===== src/rtl/core_pkg.sv =====
// Shared types and constants for the core control unit.
package core_pkg;

  // Control FSM states; the encoding is visible on state_dbg.
  typedef enum logic [2:0] {
    IDLE   = 3'd0,
    FETCH  = 3'd1,
    DECODE = 3'd2,
    EXEC   = 3'd3,
    WB     = 3'd4,
    HALT   = 3'd5
  } ctrl_state_t;

  // Reason the core stopped.
  typedef enum logic [1:0] {
    HC_NONE    = 2'd0,
    HC_ILLEGAL = 2'd1,
    HC_TIMEOUT = 2'd2
  } halt_cause_t;

  localparam halt_cause_t HALT_NONE    = HC_NONE;
  localparam halt_cause_t HALT_ILLEGAL = HC_ILLEGAL;
  localparam halt_cause_t HALT_TIMEOUT = HC_TIMEOUT;

  // Number of decode flags that must be exactly one-hot for a legal instruction.
  localparam int NUM_OPS = 8;

  // True when exactly one bit of v is set.
  function automatic logic is_onehot(input logic [NUM_OPS-1:0] v);
    return (v != '0) && ((v & (v - NUM_OPS'(1))) == '0);
  endfunction

endpackage


===== src/rtl/core_ctrl_branch_cond.sv =====
// Branch-taken decision from the branch type flags and rs1/rs2 compare results.
module branch_cond (
  input  logic is_beq,
  input  logic is_bne,
  input  logic is_blt,
  input  logic is_bge,
  input  logic is_bltu,
  input  logic is_bgeu,
  input  logic cmp_eq,
  input  logic cmp_lt,
  input  logic cmp_ltu,
  output logic taken
);

  // Non-branch instructions have no flag set here, so they never report taken.
  always_comb begin
    taken = (is_beq  &  cmp_eq)  |
            (is_bne  & !cmp_eq)  |
            (is_blt  &  cmp_lt)  |
            (is_bge  & !cmp_lt)  |
            (is_bltu &  cmp_ltu) |
            (is_bgeu & !cmp_ltu);
  end

endmodule


===== src/rtl/core_ctrl.sv =====
// Multi-cycle control FSM: fetch, decode, execute, write-back, with fetch
// timeout and illegal-instruction traps and a retired-instruction counter.
module core_ctrl
  import core_pkg::*;
#(
  parameter int FETCH_TIMEOUT = 16,
  parameter int CNT_W         = 32
) (
  input  logic             clk,
  input  logic             reset,
  output logic             imem_req,
  input  logic             imem_valid,
  output logic             ir_load,
  input  logic             is_add,
  input  logic             is_addi,
  input  logic             is_beq,
  input  logic             is_bne,
  input  logic             is_blt,
  input  logic             is_bge,
  input  logic             is_bltu,
  input  logic             is_bgeu,
  input  logic             incorrect,
  input  logic             rd_zero,
  input  logic             cmp_eq,
  input  logic             cmp_lt,
  input  logic             cmp_ltu,
  output logic             rf_rd_en1,
  output logic             rf_rd_en2,
  output logic             rf_wr_en,
  output logic             alu_src_imm,
  output logic             pc_en,
  output logic             pc_sel,
  output logic             halted,
  output logic [1:0]       halt_cause,
  output logic [CNT_W-1:0] retire_cnt,
  output logic [2:0]       state_dbg
);

  localparam int TO_W = $clog2(FETCH_TIMEOUT + 1);

  ctrl_state_t        state_reg, state_next;
  logic [TO_W-1:0]    to_cnt_reg;
  logic               taken_reg;
  logic               addi_reg;
  logic               wr_ok_reg;
  halt_cause_t        cause_reg;
  logic [CNT_W-1:0]   retire_cnt_reg;

  logic [NUM_OPS-1:0] dec_flags;
  logic               legal;
  logic               timeout_hit;
  logic               branch_taken;

  assign dec_flags   = {is_add, is_addi, is_beq, is_bne, is_blt, is_bge, is_bltu, is_bgeu};
  assign legal       = !incorrect && is_onehot(dec_flags);
  // Last allowed wait cycle; a valid arriving in this same cycle still wins.
  assign timeout_hit = (to_cnt_reg == TO_W'(FETCH_TIMEOUT - 1));

  branch_cond u_branch_cond (
    .is_beq  (is_beq),
    .is_bne  (is_bne),
    .is_blt  (is_blt),
    .is_bge  (is_bge),
    .is_bltu (is_bltu),
    .is_bgeu (is_bgeu),
    .cmp_eq  (cmp_eq),
    .cmp_lt  (cmp_lt),
    .cmp_ltu (cmp_ltu),
    .taken   (branch_taken)
  );

  // State register.
  always_ff @(posedge clk or posedge reset) begin
    if (reset) state_reg <= IDLE;
    else       state_reg <= state_next;
  end

  // Next-state and strobe decode; strobes depend only on state and registered decisions
  // (plus imem_valid/is_addi in the states that sample them).
  always_comb begin
    state_next  = state_reg;
    imem_req    = 1'b0;
    ir_load     = 1'b0;
    rf_rd_en1   = 1'b0;
    rf_rd_en2   = 1'b0;
    rf_wr_en    = 1'b0;
    alu_src_imm = 1'b0;
    pc_en       = 1'b0;
    pc_sel      = 1'b0;
    case (state_reg)
      IDLE:   state_next = FETCH;
      FETCH: begin
        imem_req = 1'b1;
        ir_load  = imem_valid;
        if (imem_valid)       state_next = DECODE;
        else if (timeout_hit) state_next = HALT;
      end
      DECODE: begin
        rf_rd_en1  = 1'b1;
        rf_rd_en2  = !is_addi;
        state_next = legal ? EXEC : HALT;
      end
      EXEC: begin
        alu_src_imm = addi_reg;
        state_next  = WB;
      end
      WB: begin
        pc_en      = 1'b1;
        pc_sel     = taken_reg;
        rf_wr_en   = wr_ok_reg;
        state_next = FETCH;
      end
      HALT:    state_next = HALT;
      default: state_next = IDLE;
    endcase
  end

  // Fetch wait counter: runs only while staying in FETCH, zero on every entry.
  always_ff @(posedge clk or posedge reset) begin
    if (reset)                   to_cnt_reg <= '0;
    else if (state_reg == FETCH) to_cnt_reg <= to_cnt_reg + TO_W'(1);
    else                         to_cnt_reg <= '0;
  end

  // Capture instruction class in DECODE and branch outcome in EXEC so later states ignore inputs.
  always_ff @(posedge clk or posedge reset) begin
    if (reset) begin
      addi_reg  <= 1'b0;
      wr_ok_reg <= 1'b0;
      taken_reg <= 1'b0;
    end else begin
      if (state_reg == DECODE) begin
        addi_reg  <= is_addi;
        wr_ok_reg <= (is_add | is_addi) & !rd_zero;
      end
      if (state_reg == EXEC) taken_reg <= branch_taken;
    end
  end

  // Sticky trap cause, recorded on the transition into HALT.
  always_ff @(posedge clk or posedge reset) begin
    if (reset) cause_reg <= HALT_NONE;
    else if (state_next == HALT && state_reg != HALT)
      cause_reg <= (state_reg == FETCH) ? HALT_TIMEOUT : HALT_ILLEGAL;
  end

  // Retire counter, one per write-back, wrapping silently.
  always_ff @(posedge clk or posedge reset) begin
    if (reset)                retire_cnt_reg <= '0;
    else if (state_reg == WB) retire_cnt_reg <= retire_cnt_reg + CNT_W'(1);
  end

  assign halted     = (state_reg == HALT);
  assign halt_cause = cause_reg;
  assign retire_cnt = retire_cnt_reg;
  assign state_dbg  = state_reg;

endmodule

===== config.mk =====
export PLATFORM = sky130hd
export DESIGN_NAME = core_ctrl
export DESIGN_NICKNAME = d
export VERILOG_FILES = /design/src/rtl/core_pkg.sv /design/src/rtl/core_ctrl_branch_cond.sv /design/src/rtl/core_ctrl.sv
export SDC_FILE = /design/constraint.sdc
export NUM_CORES = 1
export LEC_CHECK = 0
export CAP_MARGIN = 20
export CELL_PAD_IN_SITES_DETAIL_PLACEMENT = 0
export CELL_PAD_IN_SITES_GLOBAL_PLACEMENT = 1
export CORE_MARGIN = 1.5
export CORE_UTILIZATION = 30
export DETAILED_ROUTE_END_ITERATION = 16
export HOLD_SLACK_MARGIN = 0.15
export PLACE_DENSITY = 0.63
export SLEW_MARGIN = 10
export SYNTH_ARGS = -nofsm -noshare
export SYNTH_HDL_FRONTEND = slang
export SYNTH_SLANG_ARGS = --single-unit

===== constraint.sdc =====
create_clock -name clk -period 2.5 [get_ports clk]
set_input_delay 0.5 -clock clk [delete_from_list [all_inputs] [get_ports clk]]
set_output_delay 0.5 -clock clk [all_outputs]
set_load 0.02 [all_outputs]

Yosys cells after proc, flatten, opt, wreduce, memory -nomap -nowiden
Index checks and enable logic that the tools add are counted.

Divide/modulo/power cells: 0. Multipliers: 0. Equal/unequal tests: 8. Reduce and logical (&&, ||, !) cells: 13. $lt $le $gt $ge: 0. Bitwise logic cells: 14. Add/subtract/negate cells: 3. Shift operators: 0. Muxes and demuxes: 14.

Operators by type and width (count): $add A32 B1 Y32 const B (1); $pmux W3 S5 (1); $eq A3 B3 Y1 const B (3); $mux W3 (3); $and A8 B8 Y8 (1); $logic_not A8 Y1 (1); $mux W1 (8); $reduce_bool A8 Y1 (1); $sub A8 B1 Y8 const B (1); $and A1 B1 Y1 (7); $eq A3 B2 Y1 const B (2); $logic_not A1 Y1 (6); $or A1 B1 Y1 (6); $add A5 B1 Y5 const B (1); $eq A5 B4 Y1 const B (1); $mux W5 (1); $eq A3 B1 Y1 const B (1); $logic_and A1 B1 Y1 (3); $logic_not A3 Y1 (1); $ne A3 B3 Y1 const B (1); $mux W2 (1); $reduce_or A2 Y1 (1).

Memories kept: 0. Bits in writable memories: 0. Bits in read-only memories: 0. Latch bits: 0. Input bits: 16. Output and inout bits: 46. Word-level logic and storage cells: 59. Bits in registers: 45.

Longest topological paths before layout
Gate-level depths: netlist of the first run.

Word-level depth: 9. Mapped depth: 7. Mapped depth without buffers: 7.

By module
From an unflattened synthesis of the first run, not the netlist that was laid out.

Cells, all modules: 197. Area total of the unflattened synthesis: 2125.8 µm².

Modules (own cells, without submodules): core_ctrl (area an instance 2090.8 µm², seq. area each 1126.1 µm², cells an instance 193, times used 1); branch_cond (area an instance 35.0 µm², seq. area each 0.0 µm², cells an instance 4, times used 1).

Worst setup path before layout of the first run
OpenSTA, ideal clock, no wires.

Path type: register to output. From: register state_reg[0], in the netlist state_dbg[0]. To: output ir_load. Stages on the path, launching flop included: 6. Buffers on the path: 1. Required time: 2.000 ns. Path slack: 0.446 ns. Data arrival time: 1.554 ns. Cells stage by stage: dfrtp_1 clkbuf_1 nor2b_1 nand2_1 inv_1 and2_1.

Cells in the longest elaborated chain, start to end: 2.

Ends and longest elaborated chain: start: declaration (RTL line core_ctrl.sv:41) `ctrl_state_t state_reg, state_next;`; start signal: assignment (RTL line core_ctrl.sv:75) `else state_reg <= state_next;`; $eq A3 B1 Y1 (RTL line core_ctrl.sv:90) `case (state_reg)`; $mux W1 (RTL line core_ctrl.sv:90); end: declaration (RTL line core_ctrl.sv:13) `output logic ir_load,`.

No other way between the ends.

Worst setup path after layout of the first run
From: register state_reg[0], in the netlist state_dbg[0]. To: output rf_rd_en1.

Cells in the longest elaborated chain, start to end: 2.

Ends and longest elaborated chain: $eq A3 B2 Y1 (RTL line core_ctrl.sv:90); $mux W1 (RTL line core_ctrl.sv:90); end: declaration (RTL line core_ctrl.sv:27) `output logic rf_rd_en1,`.

No other way between the ends.

==> metrics.csv, run 1 <==
stage;metric;value;unit
routing;drc_errors;0;
pwr;ir_drop;315;uV
clocking;cts-hold-fix-buffers;0;
yosys;synth_top_area_share;49.3;%
die;rows;31;
worst_setup_path;rrSetupSlack;650;ps
outcome;status;completed;
place;portBuffers;61;
cells_and_area;fin_util;42.8;%
routing;via_per_inst;4.81;
routing;vias;1836;
global_routing;grt_pass1_wl;8720;um
pwr;leakagePower;1.40;nW
global_routing;grtUsageMet2;21.5;%
clocking;clockBufferDepth;2;
yosys;synth_area;2280;um2
global_routing;antenna_found_initial;0;
sta;worstMarginPinSlew;501;ps
place;gp_congestion;0.740;
global_routing;grt_max_degree;25;
sta;slew_viol_final;0;
min_path;min-delay-path-class;reg2reg;
yosys;synthTopCellsByArea;dfrtp_1 (49%), xor2_1 (7.7%), xnor2_1 (5.4%);
sta;tns;0;ps
clocking;clkTransAtPathRegs;80;ps
clocking;post_cts_buffers;0;
routing;first_iter_violations;52;
pwr;p_comb_share;32.5;%
sta;clock-skew-final;8.35;ps
global_routing;globalRouteMet1Util;17.2;%
worst_setup_path;cp-end-kind;output port;
worst_setup_path;critPathMaxStageDelay;590;ps
yosys;synthCells;215;
global_routing;grt_use_met3;3.98;%
global_routing;grt_usage;13.3;%
routing;firstDrtPassIters;4;
cells_and_area;final_layout_size_suffix_gt1_share;9.89;%
pwr;pwr-share-clk;21.4;%
yosys;yosysSeqAreaShare;49.3;%
cells_and_area;design_area;3120;um2
yosys;yosysTopAreaCell;dfrtp_1;
worst_setup_path;slowest_stage;clkdlybuf4s50_1;
yosys;synth_edf_count;0;
routing;wire_per_inst;13.5;um
clocking;cts-buffers-inserted;5;
worst_setup_path;path_class;reg2out;
routing;drt_wl_total;5160;um
cells_and_area;largest_reg_flops;32;
yosys;ys_ff_latch;45;
sta;hold_ws;459;ps
clocking;numClockSinks;45;
sta;slew-limit-headroom;66.5;%
cells_and_area;nets;301;
worst_setup_path;cp_cell_sequence;or3_4, inv_1, clkdlybuf4s50_1;
die;pin_count;62;
sta;clock.fmax;423;MHz
worst_setup_path;crit_path_start_kind;register;
clocking;cts_root_buffer;clkbuf_8;
sta;rsz0062_at_grt;false;
yosys;yosys_warnings;0;
die;die_y;90.2;um
sta;setup_viol;0;
cells_and_area;area_delta_synth_final;36.7;%
worst_setup_path;path_max_fanout;10;
pwr;internal_power;1.35;mW
global_routing;grt-ovfl-total;0;
yosys;yosys_most_used_dff;dfrtp_1;
pwr;p_total;2.03;mW
pwr;cellPowerDensity;649;nW/um2
global_routing;grt_pass1_vias;1778;
die;die-area;8140;um2
pwr;sw_frac_of_total;33.5;%
worst_setup_path;cp.required;2000;ps
cells_and_area;multi_input_comb_area;1090;um2
cells_and_area;n_fill_cell;750;
worst_setup_path;arrival;1860;ps
cells_and_area;seq_area;1130;um2
clocking;cts_tree;yes;
die;core-area;7290;um2
sta;finalHoldViolCount;0;
place;place_area;3030;um2
cells_and_area;antenna_cells;0;
yosys;syn_avg_cell_area;10.6;um2
yosys;syn_nets;234;
routing;ant_nets;0;
die;start_util;31.3;%
sta;post-route-min-period;2360;ps
pwr;p_switching;679;uW
pwr;seqPwrFrac;46.1;%
run;max-cap-violations;0;
yosys;ys_types;41;
yosys;async_flop_share;100;%
place;dp_hpwl;3890;um
clocking;worstSkewPairLatency;290;ps
clocking;ctsHtreeMaxLevel;2;
sta;fin_crit_sh;94.6;%
die;die_w;90.2;um
global_routing;busiest_layer;met2;
-- layer usage --
layer	routed length, um	vias to the layer above
met5	0	-
met4	60	0
met3	330	6
met2	2400	54
met1	2370	874
li1	-	902
-- final timing paths --
check	from	end	cells after the start
setup / recovery	state_dbg[0]$_DFF_PP0_	rf_rd_en1	3
hold / removal	to_cnt_reg[0]$_DFF_PP0_	to_cnt_reg[0]$_DFF_PP0_	1
setup reg to reg	state_dbg[1]$_DFF_PP0_	retire_cnt[22]$_DFFE_PP0P_	5
hold reg to reg	to_cnt_reg[0]$_DFF_PP0_	to_cnt_reg[0]$_DFF_PP0_	1
max in group asynchronous	reset	state_dbg[0]$_DFF_PP0_	3
min in group asynchronous	reset	retire_cnt[26]$_DFFE_PP0P_	2
-- cells in the mapped netlist (all sizes together), types with 4 or more instances --
master and n:
nor4b 4, xnor2 14, nor3 13, nor4 8
nand4 11, clkbuf 5, xor2 20, and3 8
inv 9, dfrtp 45, and4 4, nand3 8
nor2 7, and2 6, nand2 17
-- cells in the final DEF, fill, tap and decap left out, drive strengths merged, types with 7 or more instances in the layout --
cell / instances
nor4: 8
clkdlybuf4s50: 58
xor2: 20
nand2: 17
inv: 9
dfrtp: 45
nand4: 11
nand3: 8
nor3: 13
nor2: 7
xnor2: 14
and3: 8
-- logic make-up after synthesis --
logic type | share of synthesized area (%)
muxes | 2.30
xor gates and xnor gates | 13.0
adders and majority gates | 1.64
buffers and inverters | 3.01
DFF | 49.3
AOI/OAI and AO/OA | 4.49
and+or+nand+nor | 26.2
-- area by class of cell --
cell class	count	area share [%]
Clock buffer	6	2.32
Timing Repair Buffer	67	21.1
Inverter	9	1.08
Tap cell	99	3.97
Sequential cell	45	36.2
Clock inverter	2	0.321
Multi-Input combinational cell	154	35.0
-- worst max-delay path, delay by kind of cell (launching register included) --
family	cells	cell delay [ps]
AND/OR/NAND/NOR	1	440
buffers and inverters	2	660
flip-flops	1	470
-- power groups by stage --
stage	clock network [mW]	logic (mW)	registers (mW)
after global routing	0.480	0.727	0.958
after floorplan	0	0.312	0.976
after global placement	0	0.675	0.946
after detailed placement	0	0.673	0.948
after CTS	0.456	0.674	0.936
final	0.433	0.659	0.934
-- metrics by stage --
stage	setup WS [ps]	instances
CTS	-32.2	382
global route	30.9	382
finish	136	382
detailed placement	239	374
global placement	248	374
floorplan	446	215
-- repair_timing --
action | in CTS | in global routing
hold endpoints to repair | 0 | 0
resized for setup | 2 | 4
endpoints found under the setup margin | 3 | 6
No activity file was read; power rests on OpenSTA's default activity.
==> inputs of run 2 (changes only) <==
CORE_ASPECT_RATIO = 0.9   (was not set)
==> metrics.csv, run 2 (synthesized netlist as in run 1, its figures left out) <==
stage;metric;value;unit;change
cells_and_area;final_common_cell;clkdlybuf4s50_1;;
global_routing;grt_usage;14.1;%;+0.84 points
global_routing;grt_pass1_wl;8910;um;+2.1%
worst_setup_path;crit_start;state_dbg[1]$_DFF_PP0_;;
worst_setup_path;path_max_fanout;7;;-3
clocking;post_cts_buffers;0;;unchanged
sta;clock-skew-final;10.7;ps;+2.35 ps
clocking;cts-buffers-inserted;5;;unchanged
pwr;p_comb_share;31.6;%;-0.9 points
die;die-area;8140;um2;about the same
die;pin_count;62;;unchanged
sta;slew_viol_final;0;;unchanged
pwr;sw_frac_of_total;31.6;%;-1.9 points
sta;post-route-min-period;2410;ps;+41.6 ps
worst_setup_path;cp.required;2000;ps;about the same
place;gp_congestion;0.732;;-1.1%
cells_and_area;fin_util;43.6;%;+0.79 points
die;die_y;85.8;um;-5.0%
run;max-cap-violations;0;;unchanged
sta;clock.fmax;416;MHz;-1.7%
worst_setup_path;reg2regPathDepth;5;;unchanged
routing;firstDrtPassIters;4;;unchanged
sta;setup_viol;0;;unchanged
min_path;min-delay-path-class;reg2reg;;
global_routing;antenna_found_initial;0;;unchanged
cells_and_area;largest_reg_flops;32;;unchanged
pwr;pwr-share-clk;25.8;%;+4.4 points
cells_and_area;antenna_cells;0;;unchanged
cells_and_area;fin_cells;376;;-1.6%
worst_setup_path;slowest_stage;clkdlybuf4s50_1;;
clocking;numClockSinks;45;;unchanged
global_routing;grt_pass1_vias;1781;;+0.17%
pwr;seqPwrFrac;42.6;%;-3.5 points
worst_setup_path;critPathMaxStageDelay;610;ps;+20 ps
worst_setup_path;crit_path_start_kind;register;;
die;rows;29;;-6.5%
die;die_w;95.0;um;+5.2%
die;core-area;7220;um2;-0.98%
clocking;cts_tree;yes;;
clocking;clkTransAtPathRegs;80;ps;about the same
clocking;clockBufferDepth;2;;unchanged
clocking;ctsHtreeMaxLevel;2;;unchanged
routing;via_per_inst;4.75;;-1.2%
worst_setup_path;arrival;1910;ps;+50 ps
routing;wire_per_inst;14.0;um;+3.6%
pwr;leakagePower;1.38;nW;-1.0%
cells_and_area;mostFrequentLayoutCells;clkdlybuf4s50_1 (60), dfrtp_1 (44), xor2_1 (20);;
min_path;holdPathStages;1;;unchanged
worst_setup_path;worstReg2RegEnd;retire_cnt[22]$_DFFE_PP0P_;;
worst_setup_path;r2r-start;state_dbg[1]$_DFF_PP0_;;
routing;drt_wl_total;5260;um;+2.0%
cells_and_area;area_delta_synth_final;37.9;%;
worst_setup_path;cp-end-kind;output port;;
routing;first_iter_violations;60;;+15%
place;dp_hpwl;4000;um;+2.8%
pwr;p_switching;691;uW;+1.7%
clocking;cts_root_buffer;clkbuf_8;;
sta;worstMarginPinSlew;521;ps;+19.5 ps
worst_setup_path;rrSetupSlack;600;ps;-50 ps
cells_and_area;final_layout_size_suffix_gt1_share;9.54;%;-0.35 points
routing;vias;1785;;-2.8%
pwr;internal_power;1.49;mW;+11%
sta;slew-limit-headroom;65.0;%;-1.6 points
global_routing;grt-ovfl-total;0;;unchanged
clocking;worstSkewPairLatency;290;ps;about the same
place;portBuffers;61;;unchanged
routing;ant_nets;0;;unchanged
global_routing;grt_max_degree;19;;-24%
worst_setup_path;critPathCapture;rf_rd_en2;;
routing;drc_errors;0;;unchanged
pwr;ir_drop;404;uV;+28%
place;placedCellCount;368;;-1.6%
worst_setup_path;path_class;reg2out;;
sta;tns;0;ps;unchanged
sta;finalHoldViolCount;0;;unchanged
sta;fin_crit_sh;96.2;%;+1.7 points
worst_setup_path;cp_cell_sequence;inv_1, or3_4, nor2_1, clkdlybuf4s50_1;;
sta;rsz0062_at_grt;false;;
cells_and_area;nets;301;;unchanged
die;start_util;31.6;%;+0.31 points
outcome;status;completed;;
pwr;cellPowerDensity;693;nW/um2;+6.8%
## run 2: area by class of cell
type / instances / area [um2]
clock buffer: 7 / 86.3
clock inverter: 1 / 30.0
fill: 708 / 4070
inverter: 9 / 33.8
multi-input combinational: 154 / 1100
sequential: 45 / 1130
tap: 93 / 116
timing repair buffer: 67 / 654
## run 2: worst min path at each step
stage                            start                 endpoint  slack, ps
2_1_floorplan  to_cnt_reg[0]$_DFF_PP0_  to_cnt_reg[0]$_DFF_PP0_        430
6_report       to_cnt_reg[0]$_DFF_PP0_  to_cnt_reg[0]$_DFF_PP0_        460
5_1_grt        to_cnt_reg[0]$_DFF_PP0_  to_cnt_reg[0]$_DFF_PP0_        500
4_1_cts        to_cnt_reg[0]$_DFF_PP0_  to_cnt_reg[0]$_DFF_PP0_        460
3_5_place_dp   to_cnt_reg[0]$_DFF_PP0_  to_cnt_reg[0]$_DFF_PP0_        450
3_3_place_gp   to_cnt_reg[0]$_DFF_PP0_  to_cnt_reg[0]$_DFF_PP0_        450
## run 2: critical path, delay by kind of cell, from the launching register on
family	cells	cell delay [ps]
buffers and inverters	2	710
AND/OR/NAND/NOR	2	560
flip-flops	1	350
## run 2: metrics by stage
step                setup slack, ps  hold slack [ps]  total power, mW  area [um2]
detailed placement              209              452             1.63        3020
CTS                            23.7              463             2.20        3140
global route                   1.03              496             2.33        3150
finish                         94.1              460             2.18        3150
global placement                257              452             1.63        3020
floorplan                       446              433             1.29        2280
## run 2: repair_timing
item | 4_1_cts | 5_1_grt
endpoints found under the setup margin | 2 | 4
hold buffers | 0 | 0
gates resized for setup | 2 | 2
## run 2: power groups by stage
stage               sequential [mW]  clock (mW)  combinational, mW
finish                        0.931       0.562              0.690
global route                  0.951       0.613              0.762
CTS                           0.927       0.586              0.692
detailed placement            0.939           0              0.690
global placement              0.937           0              0.695
floorplan                     0.976           0              0.312
## run 2: per-layer routing
layer / wire, um / track usage (%) / up-vias
met5: 0 / 0 / -
met4: 60 / 4.48 / 0
met3: 196 / 3.37 / 5
met2: 2380 / 20.8 / 33
met1: 2620 / 20.3 / 848
li1: - / - / 899
==> inputs of run 3 (changes only) <==
CAP_MARGIN = 25   (was 20)
MAX_ROUTING_LAYER = met4   (was not set)
clock period = 2.3 ns   (was 2.5 ns; I/O delays follow)
==> metrics.csv, run 3 (synthesized netlist as in run 1, its figures left out) <==
stage;metric;value;unit;change
sta;clock-skew-final;8.60;ps;-2.10 ps
global_routing;grt_usage;14.7;%;+0.61 points
pwr;internal_power;1.50;mW;+0.30%
worst_setup_path;cp.required;1840;ps;-160 ps
cells_and_area;final_common_cell;clkdlybuf4s50_1;;
routing;first_iter_violations;92;;+53%
pwr;ir_drop;488;uV;+21%
place;portBuffers;61;;unchanged
clocking;worstSkewPairLatency;300;ps;about the same
place;gp_congestion;0.751;;+2.6%
sta;post-route-min-period;2170;ps;
pwr;cellPowerDensity;716;nW/um2;+3.2%
sta;setup_viol;0;;unchanged
clocking;ctsHtreeMaxLevel;2;;unchanged
pwr;p_switching;772;uW;+12%
clocking;clockBufferDepth;2;;unchanged
clocking;cts-hold-fix-buffers;0;;unchanged
cells_and_area;design_area;3170;um2;+0.72%
routing;drc_errors;0;;unchanged
worst_setup_path;slowest_stage;or3_1;;
pwr;leakagePower;1.47;nW;+6.2%
pwr;p_total;2.27;mW;+3.9%
cells_and_area;fin_cells;382;;+1.6%
cells_and_area;fin_util;43.9;%;+0.31 points
worst_setup_path;path_class;reg2out;;
worst_setup_path;critPathMaxStageDelay;460;ps;-150 ps
die;pin_count;62;;unchanged
routing;vias;1818;;+1.8%
sta;slew_viol_final;0;;unchanged
worst_setup_path;r2r-start;retire_cnt[15]$_DFFE_PP0P_;;
run;max-cap-violations;0;;unchanged
global_routing;antenna_found_initial;0;;unchanged
die;die-area;8140;um2;unchanged
global_routing;grt_pass1_vias;1751;;-1.7%
sta;finalHoldViolCount;0;;unchanged
worst_setup_path;crit_path_start_kind;register;;
clocking;clkTransAtPathRegs;90;ps;about the same
global_routing;grt-ovfl-total;0;;unchanged
worst_setup_path;path_max_fanout;5;;-2
cells_and_area;antenna_cells;0;;unchanged
clocking;post_cts_buffers;0;;unchanged
cells_and_area;mostFrequentLayoutCells;clkdlybuf4s50_1 (54), dfrtp_1 (44), xor2_1 (20);;
clocking;cts_root_buffer;clkbuf_8;;
worst_setup_path;crit_start;state_dbg[1]$_DFF_PP0_;;
cells_and_area;final_layout_size_suffix_gt1_share;11.4;%;+1.9 points
outcome;status;completed;;
pwr;sw_frac_of_total;34.0;%;+2.4 points
clocking;cts-buffers-inserted;5;;unchanged
global_routing;grt_max_degree;20;;+1
routing;wire_per_inst;13.6;um;-2.6%
cells_and_area;largest_reg_flops;32;;unchanged
worst_setup_path;arrival;1710;ps;-200 ps
sta;slew-limit-headroom;69.2;%;+4.3 points
sta;clock.fmax;460;MHz;
global_routing;grt_pass1_wl;9010;um;+1.2%
routing;ant_nets;0;;unchanged
die;die_y;85.8;um;unchanged
die;die_w;95.0;um;unchanged
routing;via_per_inst;4.76;;+0.25%
min_path;min-delay-path-class;in2async;;
clocking;cts_tree;yes;;
routing;drt_wl_total;5200;um;-1.1%
clocking;numClockSinks;45;;unchanged
pwr;seqPwrFrac;44.3;%;+1.7 points
sta;tns;0;ps;unchanged
place;dp_hpwl;3990;um;about the same
pwr;p_comb_share;33.9;%;+2.3 points
cells_and_area;nets;307;;+2.0%
place;placedCellCount;374;;+1.6%
place;place_area;3070;um2;+1.5%
die;core-area;7220;um2;unchanged
die;rows;29;;unchanged
sta;rsz0062_at_grt;false;;
worst_setup_path;cp_cell_sequence;inv_1, or3_1, nor2_1, dlygate4sd2_1;;
routing;firstDrtPassIters;4;;unchanged
sta;worstMarginPinSlew;457;ps;-63.5 ps
cells_and_area;area_delta_synth_final;38.8;%;
die;start_util;31.6;%;unchanged
worst_setup_path;cp-end-kind;output port;;
pwr;pwr-share-clk;21.8;%;-4.0 points
sta;fin_crit_sh;94.5;%;
## run 3: timing repair
| item | in CTS | in global routing |
|---|---|---|
| resized for setup | 3 | 7 |
| hold endpoints to repair | 0 | 0 |
| setup endpoints to repair | 5 | 4 |
## run 3: layer usage
layer	GRT usage [%]	vias up	share of wire, %
li1	-	911	-
met1	20.1	862	50
met2	22.0	41	45
met3	3.28	4	4.2
met4	4.07	0	0.86
met5	-	-	0
## run 3: worst paths after layout
check / end / slack [ps] / depth (start not counted)
worst max-delay path: rf_rd_en2 / 130 / 4
worst min-delay path: retire_cnt[25]$_DFFE_PP0P_ / 460 / 2
worst max register to register: retire_cnt[31]$_DFFE_PP0P_ / 440 / 4
worst min register to register: to_cnt_reg[0]$_DFF_PP0_ / 460 / 1
max in group asynchronous: retire_cnt[12]$_DFFE_PP0P_ / 1310 / 3
min in group clk: to_cnt_reg[0]$_DFF_PP0_ / 460 / 1
## run 3: critical path: cells and delay by family, from the launching register on
kind	cells	cell delay [ps]
flops	1	440
buf+inv	2	410
simple gates	2	570
## run 3: power by group through the flow
stage	Sequential [mW]	Combinational, mW	Clock [mW]
after detailed placement	1.01	0.790	0
after global placement	1.01	0.793	0
after floorplan	1.06	0.339	0
final	1.01	0.769	0.494
after CTS	1.00	0.786	0.516
after global routing	1.03	0.850	0.551
## run 3: cell type report
class | instances | area, um2
Multi-Input combinational cell | 154 | 1090
Clock inverter | 3 | 21.3
Inverter | 9 | 33.8
Tap cell | 93 | 116
Timing Repair Buffer | 73 | 708
Sequential cell | 45 | 1130
Clock buffer | 5 | 68.8
Fill cell | 697 | 4050
## run 3: stage by stage
step                      hold slack, ps  worst slack [ps]
after global placement               451               150
after floorplan                      433               259
after detailed placement             453               147
final                                460               127
after global routing                 500              10.9
after CTS                            465             -21.2
